`src/rtl/imem_loader.sv`:
```
// Instruction-memory loader: assembles a little-endian byte stream into 32-bit
// words and writes them to consecutive word addresses starting at 0.
module imem_loader (
    input  logic        clk,
    input  logic        rst,
    input  logic        start,
    input  logic [10:0] word_count,
    input  logic        abort,
    input  logic        byte_valid,
    input  logic [7:0]  byte_data,
    output logic        byte_ready,
    output logic        we,
    output logic [31:0] wa,
    output logic [31:0] wd,
    output logic        busy,
    output logic        done,
    output logic        err
);

    typedef enum logic [1:0] {
        IDLE  = 2'd0,
        RECV  = 2'd1,
        WRITE = 2'd2,
        DONE  = 2'd3
    } state_t;

    state_t      state_q, state_d;
    logic [10:0] count_q, count_d;
    logic [9:0]  word_idx_q, word_idx_d;
    logic [1:0]  byte_idx_q, byte_idx_d;
    // Lower three bytes of the word being received; the fourth byte goes
    // straight into wd so wd only changes when a word is written.
    logic [23:0] asm_q, asm_d;
    logic [31:0] wa_q, wa_d;
    logic [31:0] wd_q, wd_d;
    logic        err_q, err_d;

    logic        count_legal;
    logic        last_word;

    assign count_legal = (word_count != 11'd0) && (word_count <= 11'd1024);
    assign last_word   = ({1'b0, word_idx_q} == (count_q - 11'd1));

    // State and datapath registers with synchronous reset.
    always_ff @(posedge clk) begin
        if (rst) begin
            state_q    <= IDLE;
            count_q    <= '0;
            word_idx_q <= '0;
            byte_idx_q <= '0;
            asm_q      <= '0;
            wa_q       <= '0;
            wd_q       <= '0;
            err_q      <= 1'b0;
        end else begin
            state_q    <= state_d;
            count_q    <= count_d;
            word_idx_q <= word_idx_d;
            byte_idx_q <= byte_idx_d;
            asm_q      <= asm_d;
            wa_q       <= wa_d;
            wd_q       <= wd_d;
            err_q      <= err_d;
        end
    end

    // Next-state and datapath update logic.
    always_comb begin
        state_d    = state_q;
        count_d    = count_q;
        word_idx_d = word_idx_q;
        byte_idx_d = byte_idx_q;
        asm_d      = asm_q;
        wa_d       = wa_q;
        wd_d       = wd_q;
        err_d      = err_q;

        unique case (state_q)
            IDLE: begin
                if (start) begin
                    if (count_legal) begin
                        count_d    = word_count;
                        word_idx_d = '0;
                        byte_idx_d = '0;
                        err_d      = 1'b0;
                        state_d    = RECV;
                    end else begin
                        err_d = 1'b1;
                    end
                end
            end
            RECV: begin
                if (abort) begin
                    // Partial word is dropped; byte position restarts at 0.
                    byte_idx_d = '0;
                    state_d    = IDLE;
                end else if (byte_valid) begin
                    byte_idx_d = byte_idx_q + 2'd1;
                    unique case (byte_idx_q)
                        2'd0: asm_d[7:0]   = byte_data;
                        2'd1: asm_d[15:8]  = byte_data;
                        2'd2: asm_d[23:16] = byte_data;
                        2'd3: begin
                            wa_d    = {20'b0, word_idx_q, 2'b00};
                            wd_d    = {byte_data, asm_q};
                            state_d = WRITE;
                        end
                    endcase
                end
            end
            WRITE: begin
                if (abort) begin
                    state_d = IDLE;
                end else if (last_word) begin
                    state_d = DONE;
                end else begin
                    word_idx_d = word_idx_q + 10'd1;
                    state_d    = RECV;
                end
            end
            DONE: begin
                state_d = IDLE;
            end
        endcase
    end

    assign byte_ready = (state_q == RECV);
    assign we         = (state_q == WRITE);
    assign busy       = (state_q != IDLE);
    assign done       = (state_q == DONE);
    assign wa         = wa_q;
    assign wd         = wd_q;
    assign err        = err_q;

endmodule
```
`config.mk`:
```
export PLATFORM = sky130hd
export DESIGN_NAME = imem_loader
export DESIGN_NICKNAME = d
export VERILOG_FILES = /design/src/rtl/imem_loader.sv
export SDC_FILE = /design/constraint.sdc
export NUM_CORES = 1
export LEC_CHECK = 0
export CAP_MARGIN = 20
export CORE_UTILIZATION = 53
export CTS_CLUSTER_DIAMETER = 60
export DETAILED_ROUTE_END_ITERATION = 8
export PLACE_DENSITY = 0.91
export RECOVER_POWER = 100
export SETUP_SLACK_MARGIN = 0.4
export SYNTH_ARGS = -nofsm -noshare
export SYNTH_HDL_FRONTEND = slang
export SYNTH_SLANG_ARGS = --single-unit
```
`constraint.sdc`:
```
create_clock -name clk -period 4.9 [get_ports clk]
set_input_delay 0.98 -clock clk [delete_from_list [all_inputs] [get_ports clk]]
set_output_delay 0.98 -clock clk [all_outputs]
set_load 0.02 [all_outputs]
```
==> summary.md <==
| Metric | Value |
|---|---|
| Result of the run | `complete, but fails checks` |
| Violated checks | `DRC` |
| Worst-path maximum fanout | `15` |
| Relative slew margins | `14.58%` |
| Final routed wire length divided by cell count | `between 10 and 15 um` |
| Yosys top cell area share | `around 44%` |
| Final Critical Period | `~3.8 ns` |
| Internal power summed over all cells | `between 1 and 1.5 mW` |
| Crit path capture type | `register` |
| Synth Cell Area | `4155 um^2` |
| Vias | `roughly 3700` |
| CP cell instances | `dlygate4sd3_1 -> nor4_1 -> a31oi_1 -> nor3_4 -> clkbuf_1 -> or2_0 -> or4_1 -> nand2_1` |
| Clock skew | `between 0.009 and 0.01 ns` |
| Largest incremental delay on the critical path | `around 0.65 ns` |
| Max Freq | `263.3 MHz` |
| Fraction of power spent switching nets | `25.45%` |
| Maximum number of pins on one net before global-route repair | `83` |
| Proportion of power drawn by flip-flops and latches | `53.9%` |
| DRC violations left | `2` |
| Layout-stage area growth over the synthesis result | `18.94%` |
| DRT Pass-1 Iters | `7` |
| Register area share after synthesis | `approximately 44%` |
| Cell at the root of the clock tree | `sky130_fd_sc_hd__clkbuf_8` |
| Type of the worst setup path | `input pin to register` |
| Share of flip-flops with an asynchronous set or reset after synthesis | `0%` |
| Number of failing setup endpoints in the final timing report | `0` |
| Net Sw Power | `0.3613 mW` |
| Critical Path RT | `about 5 ns` |
| Overflow after GRT | `0` |
| Number of clock sinks seen by CTS | `just over 90` |
| Setup total negative slack | `0 ns` |
| Yosys warning total | `0` |
| Number of buffers inserted during clock tree synthesis | `9` |
| Max stage delay cell, worst path | `sky130_fd_sc_hd__clkbuf_1` |
| Number of gates given a new drive strength after cts | `0` |
| VDD IR-drop max | `~0.00018 V` |
| Count of endpoints failing hold in the final timing report | `0` |
| Clock tree from TritonCTS | `yes` |
| Combinational fraction of design power | `a little under a tenth` |
| First-pass GRT wire length | `15.57 mm` |
| Endpoint arrival time on the critical path | `about 4 ns` |
| Setup repair after global routing missed its margin | `no` |
| Wirelength, routed | `9.314 mm` |
| PD cells | `~290 nW/um^2` |
| Post-detailed-route via-to-cell ratio | `about 5.5` |
| Fraction of layout instances using a drive strength above 1 | `under 10%` |
| All-layer global routing usage | `roughly a quarter` |
| Inst Count DP | `~650` |
| Cell types occupying the most area after synthesis | `sky130_fd_sc_hd__dfxtp_1 44%, sky130_fd_sc_hd__nand2_1 11%, sky130_fd_sc_hd__a21oi_1 9.9%, sky130_fd_sc_hd__buf_4 4.3%, sky130_fd_sc_hd__nand3_1 4.1%` |
| Most used DFF post-synth | `sky130_fd_sc_hd__dfxtp_1` |
| Nets | `around 600` |
| Y dimension of the die | `90.55 um` |
| Post-CTS Setup Repair Bufs | `0` |
| Initial core utilization | `a little under three fifths` |
| Avg Cell Area, Syn | `8.100 um^2` |
| Clock Latency Late Sink | `about 0.35 ns` |
| Hold Buf Count CTS | `0` |
| Floorplan die area | `8198 um^2` |
| PortBufs | `70` |
| DPL Wire Length | `6.593 mm` |
| Power share of the clock group | `a little under two fifths` |
| Synth Register Bits | `92` |
| Number of placement rows | `31` |
| Total inserted antenna cells | `0` |
| Clock edge transition at the registers on the reported setup and hold paths | `approximately 0.090 ns` |
| Startpoint type of the worst setup path | `input pin` |
| Worst-case clock buffer depth | `2` |
| Detailed Route Iter0 Violations | `between 200 and 300` |
| Synth cell types | `49` |
| I/O pin count | `93` |
| Number of synthesized flops with an enable pin | `0` |
| Cell taking the most area after synthesis | `sky130_fd_sc_hd__dfxtp_1` |
| Antenna Nets Post-Route | `0` |
| Min-Delay Path Class | `register to register` |
| Total core area | `approximately 7400 um^2` |
| CTS H-Tree Depth | `3` |
| Routability congestion estimate from global placement | `0.8421` |
| Final-report max-slew violation count | `0` |
| Pleak | `~1.9 nW` |
| Via count of the first global-routing pass | `between 3000 and 4000` |
| Die span in x | `between 90 and 100 um` |
| Transition time of the tightest slew-check pin | `around 1.3 ns` |
| Number of cells in the finished layout apart from fillers | `669` |
| Post-synthesis cell count | `slightly above 500` |
| Number of maximum-capacitance violations | `0` |
| Initial antenna violation count | `0` |
| Share of the clock period used by the worst path | `77.51%` |
## cell type report
type,instances,area [um^2]
sequential,92,1842
clock buffer,10,137.6
fill,605,2466
timing repair buffer,74,718.2
multi-input combinational,379,2018
tap,99,123.9
inverter,9,33.78
clock inverter,6,68.82
## worst paths after layout
path / start / end / slack (ns) / cells after the start
worst max-delay path: word_count[4] / word_idx_q[6] / 1.10 / 8
worst min-delay path: asm_q[5] / wd[5] / 0.45 / 2
worst max register to register: state_q[0] / asm_q[10] / 2.06 / 6
worst min register to register: asm_q[5] / wd[5] / 0.45 / 2
## cells in the mapped netlist, drive strengths merged, types with 2 or more instances
cell type and instances:
buf 29, a221oi 3, or2b 2, o211ai 2, nor3 6, nor4 4, a21oi 82, a211o 2
nor2b 2, nand2b 3, nand3 34, inv 9, xnor2 5, ha 6, o21ai 9, and3 3
dfxtp 92, or3 5, o31ai 2, xor2 6, a31oi 3, nand2 119, clkbuf 25, mux2i 10
nor2 29, or4 4, and2 4
## layout by cell type (no fill, tap or decap), drive strengths merged, types with 2 or more instances in the layout
cell           netlist  routed
nand2              119     119
dfxtp               92      92
a21oi               82      82
dlygate4sd3          0      49
nand3               34      34
nor2                29      29
conb                 1      22
clkdlybuf4s50        0      20
clkbuf              25      12
inv                  9      11
mux2i               10      10
o21ai                9       9
xor2                 6       6
ha                   6       6
nor3                 6       6
xnor2                5       5
or3                  5       5
or4                  4       4
and2                 4       4
nor4                 4       4
a31oi                3       3
a221oi               3       3
nand2b               3       3
and3                 3       3
buf                 29       3
nor2b                2       2
a211o                2       2
o31ai                2       2
o211ai               2       2
or2b                 2       2
clkinv               0       2
## worst max-delay path, delay by kind of cell
family                 cells  cell delay (ns)
AO/OA/AOI/OAI              1             0.26
AND/OR/NAND/NOR            5             1.57
buffers and inverters      2             1.22
## stage by stage
step	setup slack (ns)	power (mW)	instance area, um^2	hold WS, ns	util (%)
floorplan	2.135	0.8838	4234	0.4321	-
global placement	1.573	0.9074	4750	0.4409	64.11
detailed placement	1.458	0.9112	4750	0.4452	64.11
CTS	1.804	1.424	4956	0.4564	66.90
global route	0.8516	1.471	4942	0.4663	66.71
finish	1.102	1.420	4942	0.4498	66.71
## state kept, by name, summed over array words and instances (netlist names)
register    count
wd             32
asm_q          24
count_q        11
wa             10
word_idx_q     10
byte_idx_q      2
state_q         2
err             1
## logic make-up after synthesis
family,Yosys count,share of synthesized area [%]
other cells,1,0.09025
compound gates,106,14.54
fa+ha+maj,6,1.807
simple gates,224,25.66
flops,92,44.32
mux,10,2.409
xor+xnor,11,2.319
buf+inv,63,8.852
## power by group through the flow
stage | clock network [mW] | logic [mW] | registers (mW)
final | 0.525 | 0.129 | 0.765
after global routing | 0.564 | 0.140 | 0.767
after CTS | 0.529 | 0.129 | 0.765
after detailed placement | 0 | 0.129 | 0.783
after global placement | 0 | 0.126 | 0.782
after floorplan | 0 | 0.104 | 0.780
## layer usage
metal  vias to the layer above  wire length [um]  track usage, %
li1                       1803                 -               -
met1                      1684              4104           30.67
met2                       174              4383           37.37
met3                        25               601           3.956
met4                         0               223           10.75
met5                         -                 0               0
No activity file was read; power rests on OpenSTA's default activity.
